--- config.mk ---
export PLATFORM = sky130hd
export DESIGN_NAME = axi_rd_burst_ctrl
export DESIGN_NICKNAME = d
export VERILOG_FILES = /design/src/rtl/axi_rd_burst_ctrl.sv
export SDC_FILE = /design/constraint.sdc
export NUM_CORES = 1
export LEC_CHECK = 0
export CORE_MARGIN = 10
export CORE_UTILIZATION = 53
export CTS_BUF_LIST = sky130_fd_sc_hd__clkbuf_4 sky130_fd_sc_hd__clkbuf_8
export DETAILED_ROUTE_END_ITERATION = 6
export PLACE_DENSITY = 0.89
export SETUP_SLACK_MARGIN = 0.2
export SYNTH_ARGS = -nofsm -noshare
export SYNTH_HDL_FRONTEND = slang
export SYNTH_SLANG_ARGS = --single-unit
--- constraint.sdc ---
create_clock -name clk -period 11.7 [get_ports clk]
set_clock_uncertainty 0.1 [all_clocks]
set_input_delay 2.34 -clock clk [delete_from_list [all_inputs] [get_ports clk]]
set_output_delay 2.34 -clock clk [all_outputs]
set_load 0.01 [all_outputs]
--- src/rtl/axi_rd_burst_ctrl.sv ---
// AXI4 read-master sequencer: splits a byte-addressed read command into capped,
// 4 KB-safe INCR bursts, forwards R beats downstream and reports one response.
module axi_rd_burst_ctrl #(
    parameter int unsigned DATA_W  = 64,
    parameter int unsigned MAX_LEN = 16
) (
    input  logic              clk,
    input  logic              rst,
    input  logic              cmd_valid,
    output logic              cmd_ready,
    input  logic [31:0]       cmd_address,
    input  logic [15:0]       cmd_bytes,
    output logic              busy,
    output logic              done_valid,
    output logic [1:0]        done_resp,
    output logic [31:0]       araddr,
    output logic [7:0]        arlen,
    output logic [2:0]        arsize,
    output logic [1:0]        arburst,
    output logic              arvalid,
    input  logic              arready,
    input  logic [DATA_W-1:0] rdata,
    input  logic [1:0]        rresp,
    input  logic              rlast,
    input  logic              rvalid,
    output logic              rready,
    output logic [DATA_W-1:0] out_data,
    output logic              out_valid,
    output logic              out_last,
    input  logic              out_ready
);
    localparam int unsigned BEAT_BYTES = DATA_W / 8;
    localparam int unsigned BEAT_SHIFT = $clog2(BEAT_BYTES);
    localparam int unsigned REM_W      = 17;
    localparam int unsigned CNT_W      = 9;
    localparam logic [31:0] ADDR_MASK  = ~(32'(BEAT_BYTES - 1));
    localparam logic [1:0]  RESP_OKAY  = 2'd0;
    localparam logic [1:0]  RESP_SLV   = 2'd2;

    typedef enum logic [1:0] {
        ST_IDLE = 2'd0,
        ST_AR   = 2'd1,
        ST_R    = 2'd2,
        ST_DONE = 2'd3
    } state_t;

    state_t             r_state;
    logic [31:0]        r_addr;
    logic [REM_W-1:0]   r_remaining;
    logic [CNT_W-1:0]   r_beat_cnt;
    logic [1:0]         r_err;
    logic [31:0]        r_araddr;
    logic [7:0]         r_arlen;
    logic               r_arvalid;
    logic               r_busy;
    logic               r_done_valid;
    logic [1:0]         r_done_resp;

    state_t             w_state_next;
    logic [31:0]        w_addr_next;
    logic [REM_W-1:0]   w_rem_next;
    logic [CNT_W-1:0]   w_cnt_next;
    logic [1:0]         w_err_next;
    logic [REM_W-1:0]   w_beats;
    logic [REM_W-1:0]   w_room;
    logic [REM_W-1:0]   w_burst_n;
    logic               w_r_hs;
    logic               w_final;

    assign w_beats = (17'(cmd_bytes) + 17'(BEAT_BYTES - 1)) >> BEAT_SHIFT;
    assign w_r_hs  = (r_state == ST_R) && rvalid && out_ready;
    assign w_final = (r_beat_cnt == 9'd1);

    // Next-state, datapath and aggregated-error update
    always_comb begin
        w_state_next = r_state;
        w_addr_next  = r_addr;
        w_rem_next   = r_remaining;
        w_cnt_next   = r_beat_cnt;
        w_err_next   = r_err;
        case (r_state)
            ST_IDLE: begin
                if (cmd_valid && !rst) begin
                    w_addr_next  = cmd_address & ADDR_MASK;
                    w_rem_next   = w_beats;
                    w_err_next   = RESP_OKAY;
                    w_state_next = (w_beats == 17'd0) ? ST_DONE : ST_AR;
                end
            end
            ST_AR: begin
                if (arready && r_arvalid) begin
                    w_cnt_next   = 9'(r_arlen) + 9'd1;
                    w_state_next = ST_R;
                end
            end
            ST_R: begin
                if (w_r_hs) begin
                    w_cnt_next = r_beat_cnt - 9'd1;
                    w_rem_next = r_remaining - 17'd1;
                    // only the first error sticks; rlast misuse counts as a slave error
                    if (r_err == RESP_OKAY) begin
                        if (rresp[1]) begin
                            w_err_next = rresp;
                        end else if (rlast != w_final) begin
                            w_err_next = RESP_SLV;
                        end
                    end
                    if (w_final) begin
                        if (w_err_next != RESP_OKAY) begin
                            w_state_next = ST_DONE;
                        end else if (w_rem_next != 17'd0) begin
                            w_addr_next  = r_addr + ((32'(r_arlen) + 32'd1) << BEAT_SHIFT);
                            w_state_next = ST_AR;
                        end else begin
                            w_state_next = ST_DONE;
                        end
                    end
                end
            end
            ST_DONE: begin
                w_state_next = ST_IDLE;
            end
            default: begin
                w_state_next = ST_IDLE;
            end
        endcase
    end

    // Burst size: min(remaining, MAX_LEN, beats left in the 4 KB page)
    assign w_room = (17'd4096 - 17'(w_addr_next[11:0])) >> BEAT_SHIFT;

    always_comb begin
        w_burst_n = w_rem_next;
        if (w_burst_n > 17'(MAX_LEN)) begin
            w_burst_n = 17'(MAX_LEN);
        end
        if (w_burst_n > w_room) begin
            w_burst_n = w_room;
        end
    end

    always_ff @(posedge clk) begin
        if (rst) begin
            r_state      <= ST_IDLE;
            r_addr       <= 32'd0;
            r_remaining  <= 17'd0;
            r_beat_cnt   <= 9'd0;
            r_err        <= RESP_OKAY;
            r_araddr     <= 32'd0;
            r_arlen      <= 8'd0;
            r_arvalid    <= 1'b0;
            r_busy       <= 1'b0;
            r_done_valid <= 1'b0;
            r_done_resp  <= RESP_OKAY;
        end else begin
            r_state      <= w_state_next;
            r_addr       <= w_addr_next;
            r_remaining  <= w_rem_next;
            r_beat_cnt   <= w_cnt_next;
            r_err        <= w_err_next;
            r_arvalid    <= (w_state_next == ST_AR);
            r_busy       <= (w_state_next != ST_IDLE);
            r_done_valid <= (w_state_next == ST_DONE);
            if (w_state_next == ST_DONE) begin
                r_done_resp <= w_err_next;
            end
            // AR fields are captured once on entry so they stay put under back-pressure
            if ((w_state_next == ST_AR) && (r_state != ST_AR)) begin
                r_araddr <= w_addr_next;
                r_arlen  <= 8'(w_burst_n - 17'd1);
            end
        end
    end

    assign cmd_ready  = (r_state == ST_IDLE) && !rst;
    assign busy       = r_busy;
    assign done_valid = r_done_valid;
    assign done_resp  = r_done_resp;
    assign araddr     = r_araddr;
    assign arlen      = r_arlen;
    assign arsize     = 3'(BEAT_SHIFT);
    assign arburst    = 2'b01;
    assign arvalid    = r_arvalid;
    assign rready     = (r_state == ST_R) && out_ready;
    assign out_data   = rdata;
    assign out_valid  = (r_state == ST_R) && rvalid;
    assign out_last   = (r_state == ST_R) && rvalid && (r_remaining == 17'd1);

endmodule

## Yosys cells after proc, flatten, opt, wreduce, memory -nomap -nowiden

Index checks and enable logic that the tools add are counted.

- Logic and storage cells: 79
- Output and inout bits: 118
- Register bits: 107
- Input port bits: 121

- Equal/unequal tests: 11
- Add/subtract/negate cells: 8
- Reductions and logical operators: 17
- $lt $le $gt $ge: 2
- Multiplexer cells: 30

Operators by type and width:

| operator | count |
|---|---|
| $mux W32 | 5 |
| $pmux W32 S2 | 1 |
| $mux W17 | 3 |
| $pmux W17 S2 | 1 |
| $add A32 B12 Y32 | 1 |
| $mux W2 | 14 |
| $add A8 B1 Y9 const B | 2 |
| $mux W9 | 2 |
| $pmux W9 S2 | 1 |
| $add A16 B3 Y17 const B | 1 |
| $eq A17 B1 Y1 const B | 1 |
| $gt A17 B14 Y1 | 1 |
| $gt A17 B5 Y1 const B | 1 |
| $logic_not A17 Y1 | 1 |
| $reduce_bool A17 Y1 | 1 |
| $sub A17 B1 Y17 const B | 1 |
| $sub A13 B12 Y14 const A | 1 |
| $eq A9 B1 Y1 const B | 1 |
| $sub A9 B1 Y9 const B | 1 |
| $logic_and A1 B1 Y1 | 8 |
| $mux W8 | 1 |
| $pmux W2 S4 | 1 |
| $sub A8 B1 Y8 const B | 1 |
| $eq A2 B2 Y1 const B | 3 |
| 9 further kinds | 14 |

## Depth between registers and ports, before layout

Gate-level depths: netlist of run 1.

- Depth after elaboration: 16
- Depth in mapped cells: 29
- Depth with buffers taken out: 26

## Least setup slack after synthesis of run 1

Ideal clock, no wire load.

- Kind: in2reg
- Start: input port rst
- End: register r_arlen[6], in the netlist arlen[6]
- Path slack: 4.168 ns
- Data required time: 11.526 ns
- Buffers on the path: 3
- Stages: 24
- Arrival time: 7.357 ns
- Library setup time: 0.074 ns
- Cells stage by stage: clkbuf_1 -> nand2b_1 -> clkbuf_1 -> nor3_1 -> nor2_1 -> nor2_1 -> mux2_2 -> a211o_1 -> and2_1 -> ha_1 -> nor2b_1 -> o21a_1 -> o21a_1 -> o21a_1 -> o21a_1 -> o21ai_0 -> clkbuf_1 -> nor2_1 -> a21oi_1 -> ha_1 -> nand3_1 -> o21a_1 -> o311a_1 -> a31oi_1

- Cells in the longest elaborated chain, start to end: 9
- Elaborated cells on any way between the ends: 16
- Classes of those cells: 2 x add/sub; 2 x order compare; 1 x eq/ne; 8 x mux; 3 x reduce/logical

Ends and longest elaborated chain:

| what | line | text |
|---|---|---|
| start: declaration | 8 | `input logic rst,` |
| $logic_not A1 Y1 | 83 | `if (cmd_valid && !rst) begin` |
| $logic_and A1 B1 Y1 | 83 |  |
| $mux W17 | 83 |  |
| $pmux W17 S2 | 81 | `case (r_state)` |
| $gt A17 B5 Y1 | 134 | `if (w_burst_n > 17'(MAX_LEN)) begin` |
| $mux W17 | 134 |  |
| $gt A17 B14 Y1 | 137 | `if (w_burst_n > w_room) begin` |
| $mux W8 | 137 |  |
| $sub A8 B1 Y8 | 170 | `r_arlen <= 8'(w_burst_n - 17'd1);` |
| end signal: assignment | 170 |  |
| end: declaration | 53 | `logic [7:0] r_arlen;` |

Parallel ways exist; a longest one is shown, timed or not.
A chain may end at the register's enable or synchronous reset.

## Worst setup path in the final report of run 1

- Start: input port cmd_valid
- End: register r_arlen[6], in the netlist arlen[6]

- Cells in the longest elaborated chain, start to end: 8
- Elaborated cells on any way between the ends: 15
- Classes of those cells: 2 x add/sub; 2 x order compare; 1 x eq/ne; 8 x mux; 2 x reduce/logical

Ends and longest elaborated chain:

| what | line | text |
|---|---|---|
| start: declaration | 9 | `input logic cmd_valid,` |
| $logic_and A1 B1 Y1 * | 83 |  |
| $mux W17 | 83 |  |
| $pmux W17 S2 | 81 |  |
| $gt A17 B5 Y1 | 134 |  |
| $mux W17 | 134 |  |
| $gt A17 B14 Y1 | 137 |  |
| $mux W8 | 137 |  |
| $sub A8 B1 Y8 | 170 |  |

Mark *: on every way between the ends. The rest lies on a longest branch, timed or not.

==> out/metrics.cfg, run 1 <==
[routing]
ant_nets=0
first_iter_violations=861
viasPerCell=6.284
vias=7710
drt-total-wl_um=22980
drc_errors=0
wire_per_inst_um=18.73
drtPass1Iterations=5

[floorplanning]
rows=44
ios=239
fp.dieArea_um2=20190
die_h_um=142.1
start_util_pct=54.14
coreArea_um2=14590
die_w_um=142.1

[cts]
cts_tree=done
clock_latency_ns=0.40
clk_path_buf_depth=2
clk_pin_slew_ns=0.11
post_cts_buffers=0
holdBufCountCts=0
htree_num_levels=3
cts_num_sinks=107
root_buffer=clkbuf_8
numCtsBuffers=9
ctsResizeCount=0

[sta]
fin_tns_setup_ns=0
post-route-min-period_ns=8.730
worstMarginPinSlew_ns=1.329
finalHoldViolations=0
post-route-period-util_pct=74.62
fmax_mhz=114.5
finalSetupViolCount=0
relSlewSlack_pct=11.19
drv_slew=0
rsz0062_at_grt=false

[cells_and_area]
register_area_um2=2143
diodes=0
multi_input_area_um2=4903
nets=1187
syn2layout_area_growth_pct=9.837
fillerInstances=1270
drive_gt1_share_pct=5.849

[power]
p_int_mw=0.6498
power_frac_seq_pct=40.9
power.switching_mw=0.3705
peakVddDrop_v=0.00008255
combinationalPowerShare_pct=35.5
p_total_mw=1.020
leakagePower_nw=3.160
p_sw_share_pct=36.31
power_frac_clock_pct=23.6
powerDensity_nw_per_um2=117.6

[global_route]
grt_max_degree=82
antenna_found_initial=0
grt_pass1_vias=7331
grt_pass1_wl_um=37100
grt_util_all_layers_pct=22.09
grt_remaining_overflow=0

[synth]
netlist_instances=1039
ys_seq_elements=107
ys_types=80
postSynth.asyncResetShare_pct=0
seq_area_frac_synth_pct=27.12
yosysMostFrequentCell=nor2_1
synth_top_area_share_pct=27.12
avgSynthCellArea_um2=7.602
synth_area_leader_cell=dfxtp_1
ys.flop_type=dfxtp_1
synth_common_cells=nor2_1, dfxtp_1, nand2_1
yosys-top-cells-area=dfxtp_1, buf_4, nor2_1, a21oi_1, ha_1
synth_edf_count=0
mappedNetlistArea_um2=7899
synth_warnings=0

[worst_setup_path]
critical_path_class=in -> reg
r2r-end=arlen[6]$_SDFFE_PP0P_
slowest_stage=nor3_2
crit_start=cmd_valid
crit_required_ns=11.93
worstPathCellList=clkdlybuf4s50_1 > nand2b_1 > nor3_2 > buf_4 > o21ai_0 > a22o_1 > nor4b_1 > nand4_1 > nor2_1 > ha_1 > nor2b_1 > o21a_1 > o21a_1 > o21a_1 > o21a_1 > o21ai_0 > buf_4 > a21o_1 > a21boi_0 > ha_1 > nand3_1 > o21a_1 > o311a_1 > a31oi_1
cp-endpoint=arlen[6]$_SDFFE_PP0P_
rr_worst_depth=24
cp_slowest_stage_delay_ns=0.87
worst_setup_path_start_kind=input pin
r2r-start=r_remaining[1]$_SDFF_PP0_
ff2ff_setup_slack_ns=4.78
critPathCaptureType=flip-flop
crit_fanout=17
arrival_ns=8.96
critPathMostFrequentCell=o21a_1

[flow_run]
maxCapViolCount=0

[min_path]
min_path_type=reg -> reg

[placement]
port_buffers=102
gp_congestion=0.9471
dp_hpwl_um=16770

[run_status]
status=finished, final reports clean

==> critical path, delay by kind of cell <==
family | cells | cell delay (ns)
adders and majority gates | 2 | 0.53
AOI/OAI and AO/OA | 12 | 2.34
and+or+nand+nor | 7 | 2.55
buffers and inverters | 3 | 1.18
==> layout make-up <==
class	count	area share, %
flip-flops and latches	107	24.70
clock buffers	10	1.514
multi-input cells	781	56.52
clock inverters	5	0.7067
well taps	184	2.654
repair buffers	114	12.78
inverters	26	1.125
==> registers in the layout, indices dropped and copies added (netlist names) <==
register / flops
done_resp: 2
r_beat_cnt: 9
arlen: 8
arvalid: 1
r_remaining: 17
r_addr: 32
araddr: 32
busy: 1
r_err: 2
done_valid: 1
r_state: 2
==> power by group through the flow <==
stage | Sequential, mW | Combinational, mW | Clock [mW]
detailed placement | 0.424 | 0.353 | 0
CTS | 0.416 | 0.355 | 0.243
global route | 0.421 | 0.398 | 0.256
global placement | 0.423 | 0.345 | 0
finish | 0.417 | 0.362 | 0.241
floorplan | 0.423 | 0.262 | 0
==> per-stage QoR <==
step                      util [%]  setup WS [ns]  cell area (um2)  cells  hold WS, ns
after global routing         59.47          2.537             8676   1227       0.3752
after floorplan                  -          4.168             7929   1047       0.3527
final                        59.47          2.970             8676   1227       0.3542
after detailed placement     58.15          2.689             8483   1212       0.3428
after CTS                    59.47          3.102             8676   1227       0.3572
after global placement       58.15          2.786             8483   1212       0.3396
==> cell usage in the layout, fill, tap and decap left out, types with 12 or more instances in the layout <==
| cell | Yosys | routed |
|---|---|---|
| nor3_1 | 24 | 23 |
| ha_1 | 26 | 26 |
| o21ai_0 | 42 | 42 |
| a21oi_1 | 66 | 66 |
| and3_1 | 14 | 13 |
| nand2_1 | 83 | 83 |
| dfxtp_1 | 107 | 106 |
| nand2b_1 | 12 | 12 |
| inv_1 | 26 | 26 |
| o21a_1 | 12 | 12 |
| nand3_1 | 21 | 21 |
| buf_4 | 69 | 13 |
| nand4_1 | 12 | 12 |
| nor4_1 | 18 | 18 |
| or2_2 | 13 | 13 |
| xnor2_1 | 28 | 28 |
| a22oi_1 | 17 | 17 |
| nor2_1 | 128 | 128 |
| a31oi_1 | 16 | 16 |
| a211oi_1 | 24 | 24 |
| nor2b_1 | 16 | 16 |
| clkdlybuf4s50_1 | 0 | 101 |
==> routing by layer <==
| layer | vias up | global-route usage (%) | routed length [um] |
|---|---|---|---|
| li1 | 3710 | - | - |
| met1 | 3554 | 28.10 | 9627 |
| met2 | 390 | 34.54 | 10390 |
| met3 | 56 | 5.174 | 2275 |
| met4 | 0 | 10.27 | 680 |
| met5 | - | 0 | 0 |
==> kinds of logic (layout without fill, tap and decap cells) <==
logic type               count (synthesis)  after routing  synth area share [%]
AND/OR/NAND/NOR                        404            404                 26.09
AO/OA/AOI/OAI                          287            287                 24.87
buffers and inverters                  159            155                 11.26
flip-flops                             107            107                 27.12
XOR/XNOR                                39             39                 4.324
adder cells (fa/ha/maj)                 27             27                 4.372
multiplexers                            14             14                 1.869
other                                    2             10               0.09508
==> worst min-delay path by stage <==
stage,depth (start not counted),to,startpoint
after CTS,2,araddr[2]$_SDFFE_PP0P_,araddr[2]$_SDFFE_PP0P_
after global placement,2,araddr[1]$_SDFFE_PP0P_,araddr[1]$_SDFFE_PP0P_
after floorplan,2,r_beat_cnt[3]$_SDFFE_PP0P_,r_beat_cnt[3]$_SDFFE_PP0P_
after detailed placement,2,araddr[2]$_SDFFE_PP0P_,araddr[2]$_SDFFE_PP0P_
after global routing,2,araddr[2]$_SDFFE_PP0P_,araddr[2]$_SDFFE_PP0P_
final,2,araddr[2]$_SDFFE_PP0P_,araddr[2]$_SDFFE_PP0P_
(Power assumes the default switching activity.)
==> run 2: changes to the inputs <==
- CORE_UTILIZATION: 53 -> 49
- PLACE_DENSITY: 0.89 -> 0.83
- clock period: 11.7 -> 9.2 ns (I/O delays scaled with it)
==> out/metrics.cfg, run 2 (synthesis results as in run 1) <==
[cts]
cts_num_sinks=107  ; unchanged
htree_num_levels=3  ; unchanged
clk_pin_slew_ns=0.11  ; about the same
ctsResizeCount=0  ; unchanged
clock_latency_ns=0.41  ; was 0.40 ns
numCtsBuffers=9  ; unchanged
post_cts_buffers=0  ; unchanged
clk_path_buf_depth=2  ; unchanged
holdBufCountCts=0  ; unchanged
root_buffer=clkbuf_8  ; unchanged
cts_tree=done  ; unchanged

[sta]
fmax_mhz=128.6
post-route-period-util_pct=84.53
drv_slew=0  ; unchanged
post-route-min-period_ns=7.776
finalHoldViolations=0  ; unchanged
rsz0062_at_grt=false  ; unchanged
finalSetupViolCount=0  ; unchanged
layout_setup_ws_ns=1.424  ; was 2.970 ns
fin_tns_setup_ns=0  ; unchanged
worstMarginPinSlew_ns=1.102  ; was 1.329 ns
relSlewSlack_pct=26.55  ; was 11.19%

[power]
p_total_mw=1.296  ; was 1.020 mW
peakVddDrop_v=0.00008938  ; was 0.00008255 V
leakagePower_nw=3.173  ; was 3.160 nW
powerDensity_nw_per_um2=148.1  ; was 117.6 nW/um2

[routing]
vias=7678  ; was 7710
first_iter_violations=803  ; was 861
drc_errors=0  ; unchanged
wire_per_inst_um=18.36  ; was 18.73 um
drt-total-wl_um=23200  ; was 22980 um
viasPerCell=6.074  ; was 6.284
ant_nets=0  ; unchanged
drtPass1Iterations=5  ; unchanged

[cells_and_area]
fin_cells=1264  ; was 1227
fin_area_um2=8751  ; was 8676 um2
layout_commonest_cell=nor2_1  ; unchanged
fillerInstances=1452  ; was 1270
final_cell_mix=nor2_1, dfxtp_1, clkdlybuf4s50_1  ; unchanged
diodes=0  ; unchanged
syn2layout_area_growth_pct=10.79  ; was 9.837%
drive_gt1_share_pct=6.298  ; was 5.849%
nets=1191  ; was 1187

[floorplanning]
start_util_pct=49.91  ; was 54.14%
die_w_um=147.0  ; was 142.1 um
ios=239  ; unchanged
coreArea_um2=15830  ; was 14590 um2
rows=46  ; was 44
die_h_um=147.0  ; was 142.1 um
fp.dieArea_um2=21600  ; was 20190 um2

[worst_setup_path]
worst_setup_path_start_kind=input pin  ; unchanged
critPathCaptureType=flip-flop  ; unchanged
r2r-start=r_state[1]$_SDFF_PP0_  ; was r_remaining[1]$_SDFF_PP0_
arrival_ns=8.01  ; was 8.96 ns
critical_path_class=in -> reg  ; unchanged
crit_required_ns=9.44  ; was 11.93 ns
crit_fanout=20  ; was 17
crit_start=rvalid  ; was cmd_valid

[min_path]
min_from=araddr[12]$_SDFFE_PP0P_  ; was araddr[2]$_SDFFE_PP0P_
min_path_type=reg -> reg  ; unchanged

[global_route]
antenna_found_initial=0  ; unchanged
grt_remaining_overflow=0  ; unchanged
grt_max_degree=97  ; was 82
grt_pass1_vias=7087  ; was 7331
grt_pass1_wl_um=37060  ; was 37100 um
grt_util_all_layers_pct=20.52  ; was 22.09%

[placement]
port_buffers=102  ; unchanged
dpl-instance-area_um2=8553  ; was 8483 um2
dp_slack_ns=1.146  ; was 2.689 ns
gp_congestion=0.9729  ; was 0.9471
dp_cells=1248  ; was 1212
dp_hpwl_um=17160  ; was 16770 um

[flow_run]
maxCapViolCount=0  ; unchanged

[run_status]
status=finished, final reports clean  ; unchanged

-- run 2: stage by stage --
| stage | util [%] | hold slack (ns) |
|---|---|---|
| 2_1_floorplan | - | 0.3527 |
| 6_report | 55.29 | 0.3625 |
| 3_3_place_gp | 54.04 | 0.3413 |
| 4_1_cts | 55.29 | 0.3653 |
| 3_5_place_dp | 54.04 | 0.3502 |
| 5_1_grt | 55.29 | 0.3857 |
-- run 2: worst paths after layout --
| path | end | slack, ns | cells past startpoint |
|---|---|---|---|
| max | arlen[6]$_SDFFE_PP0P_ | 1.42 | 23 |
| min | araddr[12]$_SDFFE_PP0P_ | 0.36 | 2 |
| max reg2reg | arlen[6]$_SDFFE_PP0P_ | 2.31 | 22 |
| min reg2reg | araddr[12]$_SDFFE_PP0P_ | 0.36 | 2 |
-- run 2: layout make-up --
cell class	instances	area (um2)	share of cell area, %
tap	216	270.3	3.088
inverter	26	97.59	1.115
clock buffer	10	137.6	1.573
clock inverter	6	60.06	0.6863
timing repair buffer	118	1139	13.01
multi-input combinational	781	4903	56.03
sequential	107	2143	24.49
-- run 2: worst max-delay path, cell delays in order --
cell	delay, ns
clkdlybuf4s50_1	0.61
and4b_1	0.74
and4_1	0.49
o221ai_1	0.24
nor2_1	0.34
nand4_1	0.18
mux2_2	0.38
and4bb_1	0.32
nand2_1	0.14
nor2_1	0.18
xnor2_1	0.11
ha_1	0.30
and3_1	0.20
o221a_2	0.24
o21ai_0	0.07
buf_4	0.22
a21o_1	0.12
a21boi_0	0.20
ha_1	0.29
nand3_1	0.09
o21a_1	0.26
o311a_1	0.30
a31oi_1	0.15
-- run 2: routing by layer --
metal	share of wire (%)	vias up	GRT usage, %	wire length, um
li1	-	3704	-	-
met4	2.6	0	8.028	596
met3	8.1	51	4.023	1868
met5	0	-	0	0
met2	46	322	32.02	10620
met1	44	3601	27.25	10120
-- run 2: report_power, final --
| group | internal (mW) | switching [mW] |
|---|---|---|
| clock network | 0.112 | 0.189 |
| logic | 0.204 | 0.260 |
| registers | 0.496 | 0.0357 |
==> run 3: changes to the inputs <==
- clock period: 9.2 -> 7.8 ns (I/O delays scaled with it)
==> out/metrics.cfg, run 3 (synthesis results as in run 1) <==
[cells_and_area]
final_cell_mix=nor2_1, dfxtp_1, clkdlybuf4s50_1  ; unchanged
layout_commonest_cell=nor2_1  ; unchanged
syn2layout_area_growth_pct=12.28  ; was 10.79%
fin_area_um2=8869  ; was 8751 um2
nets=1200  ; was 1191
fin_cells=1274  ; was 1264
fin_util_pct=56.03  ; was 55.29%
drive_gt1_share_pct=7.190  ; was 6.298%

[worst_setup_path]
critPathCaptureType=flip-flop  ; unchanged
critPathMostFrequentCell=o21a_1
crit_start=cmd_valid  ; was rvalid
cpLargestDelayFamily=compound AO/OA/AOI/OAI gates  ; was simple AND/OR/NAND/NOR gates
arrival_ns=7.15  ; was 8.01 ns
slowest_stage=clkdlybuf4s50_1  ; was and4b_1
cp_num_buf_inv=3  ; was 2
crit_fanout=14  ; was 20
ff2ff_setup_slack_ns=1.15  ; was 2.31 ns
critical_path_class=in -> reg  ; unchanged
worst_setup_path_start_kind=input pin  ; unchanged
crit_required_ns=8.04  ; was 9.44 ns
cp_slowest_stage_delay_ns=0.56  ; was 0.74 ns
worstPathCellList=clkdlybuf4s50_1 > or3b_2 > a21o_1 > a211o_1 > a2111oi_0 > nor4b_1 > nand4_1 > buf_4 > nor2_1 > ha_1 > o21a_1 > o21a_1 > o21a_1 > o21a_1 > o21ai_0 > buf_4 > a21o_1 > a21boi_0 > ha_1 > nand3_1 > o21a_1 > o311a_1 > a31oi_1  ; was clkdlybuf4s50_1 > and4b_1 > and4_1 > o221ai_1 > nor2_1 > nand4_1 > mux2_2 > and4bb_1 > nand2_1 > nor2_1 > xnor2_1 > ha_1 > and3_1 > o221a_2 > o21ai_0 > buf_4 > a21o_1 > a21boi_0 > ha_1 > nand3_1 > o21a_1 > o311a_1 > a31oi_1
r2r-start=r_remaining[0]$_SDFF_PP0_  ; was r_state[1]$_SDFF_PP0_

[placement]
dpl-instance-area_um2=8621  ; was 8553 um2
dp_slack_ns=0.4404  ; was 1.146 ns
dp_hpwl_um=17540  ; was 17160 um
dp_cells=1257  ; was 1248
gp_congestion=0.9560  ; was 0.9729
port_buffers=102  ; unchanged

[routing]
drc_errors=0  ; unchanged
vias=7842  ; was 7678
first_iter_violations=926  ; was 803
viasPerCell=6.155  ; was 6.074
drtPass1Iterations=5  ; unchanged
wire_per_inst_um=18.69  ; was 18.36 um
drt-total-wl_um=23810  ; was 23200 um
ant_nets=0  ; unchanged

[cts]
root_buffer=clkbuf_8  ; unchanged
cts_tree=done  ; unchanged
clk_pin_slew_ns=0.11  ; about the same
numCtsBuffers=9  ; unchanged
clk_path_buf_depth=2  ; unchanged
htree_num_levels=3  ; unchanged
cts_num_sinks=107  ; unchanged
clock_latency_ns=0.41  ; about the same

[global_route]
grt_pass1_vias=7103  ; was 7087
antenna_found_initial=1  ; was 0
grt_remaining_overflow=0  ; unchanged
grt_max_degree=67  ; was 97
grt_pass1_wl_um=37870  ; was 37060 um
grt_util_all_layers_pct=21.07  ; was 20.52%

[sta]
relSlewSlack_pct=11.90  ; was 26.55%
rsz0062_at_grt=false  ; unchanged
hold_ws_ns=0.3631  ; was 0.3625 ns
drv_slew=0  ; unchanged
post-route-period-util_pct=88.65
layout_setup_ws_ns=0.8856  ; was 1.424 ns
finalSetupViolCount=0  ; unchanged
worstMarginPinSlew_ns=1.319  ; was 1.102 ns
fin_tns_setup_ns=0  ; unchanged
fmax_mhz=144.6
finalHoldViolations=0  ; unchanged
post-route-min-period_ns=6.914

[flow_run]
maxCapViolCount=0  ; unchanged

[power]
peakVddDrop_v=0.0001272  ; was 0.00008938 V
powerDensity_nw_per_um2=180.0  ; was 148.1 nW/um2
p_total_mw=1.596  ; was 1.296 mW
leakagePower_nw=3.241  ; was 3.173 nW

[floorplanning]
start_util_pct=49.91  ; unchanged
die_w_um=147.0  ; unchanged
rows=46  ; unchanged
die_h_um=147.0  ; unchanged
ios=239  ; unchanged
coreArea_um2=15830  ; unchanged
fp.dieArea_um2=21600  ; unchanged

[run_status]
status=finished, final reports clean  ; unchanged

[min_path]
min_path_type=reg -> reg  ; unchanged
min_from=araddr[13]$_SDFFE_PP0P_  ; was araddr[12]$_SDFFE_PP0P_

-- run 3: cell types whose count changed in the layout (fill, tap and decap cells not counted), sizes merged --
cell	change
buf	+9
bufinv	+2
clkbuf	-1
clkinv	-1
clkinvlp	-1
diode	+1
inv	+1
-- run 3: final cells by class --
class	instances	area, um2
tap	216	270.3
inverter	26	97.59
multi-input combinational	781	4910
antenna	1	2.502
clock buffer	9	123.9
clock inverter	7	115.1
fill	1460	6959
sequential	107	2143
timing repair buffer	127	1206
-- run 3: final timing paths --
kind | to | depth (start not counted)
setup reg to reg | arlen[6]$_SDFFE_PP0P_ | 22
hold reg to reg | araddr[13]$_SDFFE_PP0P_ | 2
hold / removal | araddr[13]$_SDFFE_PP0P_ | 2
setup / recovery | arlen[6]$_SDFFE_PP0P_ | 23
-- run 3: layer usage --
layer	part of all wire, %	GRT usage, %	vias to the layer above
met1	43	28.06	3684
met2	46	33.22	370
met3	8.8	3.839	56
li1	-	-	3732
met4	2.5	7.830	0
met5	0	0	-
-- run 3: where the power goes --
group | total (mW) | switching (mW) | internal (mW)
Combinational | 0.550 | 0.308 | 0.242
Clock | 0.418 | 0.229 | 0.189
Sequential | 0.628 | 0.0431 | 0.585
Total | 1.60 | 0.580 | 1.02
-- run 3: repair_timing --
item / 4_1_cts / 5_1_grt
hold buffers: 0 / 0
setup buffers: 0 / 0
setup endpoints to repair: 0 / 1
gates resized for setup: 0 / 1
-- run 3: worst min-delay path: cells and delay by family (launching register included) --
kind            cells  cell delay (ns)
compound gates      1             0.05
flops               1             0.33
simple gates        1             0.05
